$ cat config.mk
export PLATFORM = sky130hd
export DESIGN_NAME = uart_frame_tx
export DESIGN_NICKNAME = d
export VERILOG_FILES = /design/src/rtl/uart_pkg.sv /design/src/rtl/uart_byte_sel.sv /design/src/rtl/uart_frame_tx.sv
export SDC_FILE = /design/constraint.sdc
export NUM_CORES = 1
export LEC_CHECK = 0
export ABC_CLOCK_PERIOD_IN_PS = 6540
export BUFFER_PORTS_ARGS = -buffer_cell sky130_fd_sc_hd__buf_2
export CORE_MARGIN = 2
export CORE_UTILIZATION = 58
export CTS_CLUSTER_SIZE = 10
export DETAILED_ROUTE_END_ITERATION = 10
export GPL_TIMING_DRIVEN = 0
export PLACE_DENSITY = 0.85
export SYNTH_ARGS = -nofsm -noshare
export SYNTH_HDL_FRONTEND = slang
export SYNTH_HIERARCHICAL = 1
export SYNTH_SLANG_ARGS = --single-unit
$ cat constraint.sdc
create_clock -name clk -period 6.54 [get_ports clk]
set_clock_uncertainty 0.05 [all_clocks]
set_input_delay 1.308 -clock clk [delete_from_list [all_inputs] [get_ports clk]]
set_output_delay 1.308 -clock clk [all_outputs]
set_load 0.02 [all_outputs]
$ cat src/rtl/uart_pkg.sv
// Shared types and helpers for the UART frame transmitter.
// State codes, status width, default header and frame sizing.
package uart_pkg;

    localparam int STA_W = 2;

    typedef enum logic [STA_W-1:0] {
        UART_IDLE = 2'd0,
        UART_WAIT = 2'd1,
        UART_GAP  = 2'd2,
        UART_DONE = 2'd3
    } uart_state_e;

    localparam logic [7:0] HDR_DEFAULT = 8'hAA;

    function automatic int frame_len(input int nb, input bit hdr, input bit cs);
        return nb + (hdr ? 1 : 0) + (cs ? 1 : 0);
    endfunction

    function automatic int idx_w(input int nb, input bit hdr, input bit cs);
        return $clog2(frame_len(nb, hdr, cs) + 1);
    endfunction

endpackage

$ cat src/rtl/uart_byte_sel.sv
// Combinational frame slot to byte mux.
// Slot 0 may be the header, then payload, then the checksum.
module uart_byte_sel
    import uart_pkg::*;
#(
    parameter int         NUM_BYTES   = 40,
    parameter bit         MSB_FIRST   = 1'b0,
    parameter bit         HEADER_EN   = 1'b1,
    parameter logic [7:0] HEADER_BYTE = HDR_DEFAULT,
    parameter bit         CSUM_EN     = 1'b1,
    parameter int         IW          = idx_w(NUM_BYTES, HEADER_EN, CSUM_EN)
) (
    input  logic [NUM_BYTES*8-1:0] src_i,
    input  logic [IW-1:0]          slot_i,
    input  logic [7:0]             csum_i,
    output logic [7:0]             byte_o,
    output logic                   payload_o
);

    localparam int HW = HEADER_EN ? 1 : 0;
    localparam int PW = (NUM_BYTES > 1) ? $clog2(NUM_BYTES) : 1;

    logic [7:0]    pb [NUM_BYTES];
    logic [IW-1:0] k;
    logic [PW-1:0] pidx;

    for (genvar g = 0; g < NUM_BYTES; g++) begin : g_bytes
        assign pb[g] = src_i[8*g +: 8];
    end

    assign k    = slot_i - IW'(HW);
    assign pidx = MSB_FIRST ? (PW'(NUM_BYTES - 1) - k[PW-1:0]) : k[PW-1:0];

    always_comb begin
        byte_o    = '0;
        payload_o = 1'b0;
        if (HEADER_EN && slot_i == '0) begin
            byte_o = HEADER_BYTE;
        end else if (k < IW'(NUM_BYTES)) begin
            byte_o    = pb[pidx];
            payload_o = 1'b1;
        end else if (CSUM_EN) begin
            byte_o = csum_i;
        end
    end

endmodule

$ cat src/rtl/uart_frame_tx.sv
// Frame serializer: snapshots a wide payload and streams header,
// payload and checksum bytes over a send/done byte handshake.
module uart_frame_tx
    import uart_pkg::*;
#(
    parameter int         NUM_BYTES   = 40,
    parameter bit         MSB_FIRST   = 1'b0,
    parameter bit         HEADER_EN   = 1'b1,
    parameter logic [7:0] HEADER_BYTE = HDR_DEFAULT,
    parameter bit         CSUM_EN     = 1'b1
) (
    input  logic                   clk,
    input  logic                   rst,
    input  logic                   send,
    input  logic [NUM_BYTES*8-1:0] data,
    output logic                   uart_send,
    output logic [7:0]             send_data,
    input  logic                   uart_send_done,
    output logic                   busy,
    output logic                   send_done,
    output logic [STA_W-1:0]       sta
);

    localparam int FRAME_LEN = frame_len(NUM_BYTES, HEADER_EN, CSUM_EN);
    localparam int IW        = idx_w(NUM_BYTES, HEADER_EN, CSUM_EN);

    uart_state_e            state_q, state_d;
    logic [IW-1:0]          idx_q, idx_d;
    logic [7:0]             csum_q, csum_d;
    logic [NUM_BYTES*8-1:0] snap_q, snap_d;
    logic                   us_q, us_d;
    logic [7:0]             sdata_q, sdata_d;
    logic                   busy_q, busy_d;
    logic                   sdone_q, sdone_d;

    logic [NUM_BYTES*8-1:0] sel_src;
    logic [IW-1:0]          sel_slot;
    logic [7:0]             sel_byte;
    logic                   sel_pay;

    // In IDLE the first byte comes straight from data, the snapshot loads alongside
    assign sel_src  = (state_q == UART_IDLE) ? data : snap_q;
    assign sel_slot = (state_q == UART_IDLE) ? '0 : idx_q;

    uart_byte_sel #(
        .NUM_BYTES   (NUM_BYTES),
        .MSB_FIRST   (MSB_FIRST),
        .HEADER_EN   (HEADER_EN),
        .HEADER_BYTE (HEADER_BYTE),
        .CSUM_EN     (CSUM_EN),
        .IW          (IW)
    ) u_sel (
        .src_i     (sel_src),
        .slot_i    (sel_slot),
        .csum_i    (csum_q),
        .byte_o    (sel_byte),
        .payload_o (sel_pay)
    );

    always_comb begin
        state_d = state_q;
        idx_d   = idx_q;
        csum_d  = csum_q;
        snap_d  = snap_q;
        us_d    = us_q;
        sdata_d = sdata_q;
        busy_d  = busy_q;
        sdone_d = 1'b0;
        unique case (state_q)
            UART_IDLE: begin
                if (send) begin
                    snap_d  = data;
                    idx_d   = IW'(1);
                    csum_d  = sel_pay ? sel_byte : 8'h00;
                    sdata_d = sel_byte;
                    us_d    = 1'b1;
                    busy_d  = 1'b1;
                    state_d = UART_WAIT;
                end
            end
            UART_WAIT: begin
                if (uart_send_done) begin
                    us_d    = 1'b0;
                    state_d = UART_GAP;
                end
            end
            UART_GAP: begin
                if (idx_q < IW'(FRAME_LEN)) begin
                    sdata_d = sel_byte;
                    us_d    = 1'b1;
                    idx_d   = idx_q + IW'(1);
                    if (sel_pay) begin
                        csum_d = csum_q + sel_byte;
                    end
                    state_d = UART_WAIT;
                end else begin
                    sdone_d = 1'b1;
                    state_d = UART_DONE;
                end
            end
            UART_DONE: begin
                busy_d  = 1'b0;
                state_d = UART_IDLE;
            end
            default: state_d = UART_IDLE;
        endcase
    end

    always_ff @(posedge clk or negedge rst) begin
        if (!rst) begin
            state_q <= UART_IDLE;
            idx_q   <= '0;
            csum_q  <= '0;
            snap_q  <= '0;
            us_q    <= 1'b0;
            sdata_q <= '0;
            busy_q  <= 1'b0;
            sdone_q <= 1'b0;
        end else begin
            state_q <= state_d;
            idx_q   <= idx_d;
            csum_q  <= csum_d;
            snap_q  <= snap_d;
            us_q    <= us_d;
            sdata_q <= sdata_d;
            busy_q  <= busy_d;
            sdone_q <= sdone_d;
        end
    end

    assign uart_send = us_q;
    assign send_data = sdata_q;
    assign busy      = busy_q;
    assign send_done = sdone_q;
    assign sta       = state_q;

endmodule

==> summary.md <==
| Metric | Value |
|---|---|
| Area of the multi-input gates | `10900 um2` |
| Number of global-route vias before repair | `18400` |
| Final Cycle Share | `95.9%` |
| Leakage power | `0.0122 uW` |
| P&R area growth vs syn | `17.5%` |
| Critical Path Slowest Stage Cell | `mux4_1` |
| Worst-case clock buffer depth | `3` |
| CTS root buf | `clkbuf_16` |
| Critical Path Max Stage Delay | `0.57 ns` |
| Max-slew violation count | `0` |
| Largest family of logic cells by synthesized area | `multiplexers` |
| Iter 0 DRT Violations | `1791` |
| Status | `complete, no violations` |
| Synthesized netlist cell count | `2114` |
| DRC | `0` |
| Die W | `192 um` |
| Post-synth top area share | `42.5%` |
| Period minus WS final | `6.27 ns` |
| Syn_nets | `2449` |
| Critical path type | `reg -> reg` |
| Mux contribution to synthesized area | `28.2%` |
| Switching share of power | `41.7%` |
| Clk Latency, worst-skew pair | `0.53 ns` |
| Initial antenna violation count | `8` |
| Unique masters post-synth | `67` |
| Total Wirelength | `63.9 mm` |
| Crit-path max FO | `10` |
| FILL cells | `2519` |
| Initial Utilization | `59.0%` |
| CTS clock-pin slew for the worst setup and hold paths | `0.06 ns` |
| P per Cell Area | `588 nW/um2` |
| Cell count after placement | `2908` |
| First-pass GRT wire length | `99.3 mm` |
| Gr ovfl total | `0` |
| Maximum vdd drop | `267 uV` |
| CP arrival | `6.62 ns` |
| Largest net degree at the start of global routing | `116` |
| HP Class | `reg -> reg` |
| Post-synth EDFFs | `0` |
| NetSw | `5890 uW` |
| Critical Path End Type | `register` |
| Hpwl dp | `46.9 mm` |
| Gr usage total | `35.2%` |
| Buffers on Ports | `336` |
| Compound-Gate Fraction of Synth Area | `3.03%` |
| Routed len/inst | `21.5 um` |
| Async set-reset flop share out of synthesis | `100%` |
| Boundary Pins | `337` |
| Max_cap viols | `0` |
| Mapped Area | `20400 um2` |
| Top post-synthesis cells by area | `dfrtp_1 42%, nand2_1 18%, mux2_2 16%, mux4_2 8.7%, buf_2 2.5%` |
| Setup TNS | `0 ns` |
| Layout cells sized above 1 | `36.2%` |
| Primary FF master, synth | `dfrtp_1` |
| Final cell count without fillers | `2970` |
| Synth Area in XOR/XNOR | `0.386%` |
| Share of power burned in registers | `26.3%` |
| Sequential Area | `8680 um2` |
| CTS tree | `built` |
| Hold WS | `0.420 ns` |
| Final #Nets | `2831` |
| Largest area contributor in the netlist | `dfrtp_1` |
| Syn Area/Cell | `9.67 um2` |
| Slew headroom | `41.9%` |
| CP delay by family, top | `buffers and inverters` |
| Clk sink count | `347` |
| Post-Route Utilization | `69.3%` |
| Pre-antenna DRT Iters | `6` |
| Clk pwr share | `14.6%` |
| Flops & latches, synth | `347` |
| Placer Congestion | `0.927` |
| Row cnt | `68` |
| Buf/Inv on CP | `11` |
| Post-synthesis adder-cell area fraction | `0.710%` |
| Die area | `36700 um2` |
| Max Freq | `159 MHz` |
| Die Span Y | `192 um` |
| RSZ-0062 raised after global routing | `no` |
| Via Count | `17900` |
| Postcts setup bufs | `0` |
| Cell with the most instances on the worst path | `buf_4` |
| Hold buffers post-CTS | `0` |
| Startpoint Class | `register` |
| Synthesis warning total | `6` |
| Hold Violations, Final | `0` |
| CTS Buf Count | `41` |
| Post-synthesis sequential area ratio | `42.5%` |
| Gate power share | `59.1%` |
| Final setup fails | `0` |
| Pint | `8220 uW` |
| Worst Tran Pin Value | `0.870 ns` |
| Cell with the most instances after synthesis | `nand2_1` |
| Tot Pwr | `14100 uW` |
| Critical Path RT | `6.89 ns` |
| Via density per instance | `6.02` |
| Antenna Nets Post-Route | `0` |
| Commonest cells in the netlist | `976 x nand2_1, 347 x dfrtp_1, 294 x mux2_2` |
| H-tree Lvls | `2` |
| Synth Area in Simple Gates | `21.1%` |
| Core Footprint | `34600 um2` |
[worst min-delay path: cells and delay by family (launching register included)]
family	cells	cell delay, ns
flip-flops	1	0.34
AND/OR/NAND/NOR	2	0.10
[placed cells by master, fill, tap and decap left out, types with 4 or more instances in the layout]
cell,instances
mux2_1,40
o2111ai_1,4
a211oi_1,19
buf_6,11
mux4_2,79
nor2_1,17
a21oi_1,13
mux4_1,7
xnor2_1,5
or4_1,5
mux2i_1,4
inv_1,9
nor3_1,11
buf_4,16
nand2_1,976
dfrtp_1,347
ha_1,10
diode_2,7
buf_2,434
a31oi_1,6
o21ai_0,6
nand3_1,13
mux2_2,294
and3_1,17
a21o_1,4
xor2_1,4
nor3b_1,5
nor2b_1,14
clkbuf_1,25
o21ai_1,4
clkbuf_16,43
[layer usage]
layer | GRT usage (%) | part of all wire, % | up-vias
met5 | 0 | 0.042 | -
met3 | 6.54 | 9.3 | 219
li1 | - | - | 7901
met1 | 46.0 | 38 | 8727
met4 | 16.6 | 4.9 | 4
met2 | 57.0 | 47 | 1020
[per-stage QoR]
stage | cell area, um2 | worst slack, ns
2_1_floorplan | 20400 | 0.995
5_1_grt | 24000 | 0.0172
4_1_cts | 23900 | 0.0262
3_5_place_dp | 22800 | -0.481
3_3_place_gp | 22700 | -2.70
6_report | 24000 | 0.266
[power groups by stage]
stage,logic [uW],clock network [uW],registers (uW)
after floorplan,5790,0,3580
after global placement,7850,0,3620
after detailed placement,8070,0,3700
after CTS,8170,2090,3680
after global routing,8870,2180,3810
final,8340,2070,3710
[cell type report]
| cell class | count | area share (%) |
|---|---|---|
| diodes | 7 | 0.0730 |
| plain buffers | 147 | 3.51 |
| clock buffers | 54 | 4.74 |
| clock inverters | 1 | 0.0365 |
| inverters | 9 | 0.141 |
| multi-input cells | 1611 | 45.6 |
| flip-flops and latches | 347 | 36.2 |
| well taps | 455 | 2.37 |
| repair buffers | 339 | 7.39 |
[cells by family after synthesis]
| family | Yosys count |
|---|---|
| buf+inv | 156 |
| compound gates | 85 |
| xor+xnor | 9 |
| mux | 424 |
| fa+ha+maj | 11 |
| simple gates | 1082 |
| flops | 347 |
[worst paths after layout]
kind	startpoint	endpoint	slack (ns)	depth (start not counted)
max in group asynchronous	rst	snap_q[6]	4.41	3
max reg2reg	sta[1]	csum_q[7]	0.27	25
min in group asynchronous	rst	snap_q[109]	0.62	1
min reg2reg	snap_q[271]	snap_q[271]	0.42	2
max	sta[1]	csum_q[7]	0.27	25
min	snap_q[271]	snap_q[271]	0.42	2
[registers in the layout (all words and copies together) (netlist names)]
signal	count
send_done	1
uart_send	1
idx_q	6
csum_q	8
snap_q	320
sta	2
send_data	8
busy	1
[repair_timing]
action / in CTS / in global routing
setup endpoints to repair: 5 / 3
endpoints found under the hold margin: 0 / 0
resized for setup: 11 / 19
Note: power is estimated with default switching activity, not from simulation.
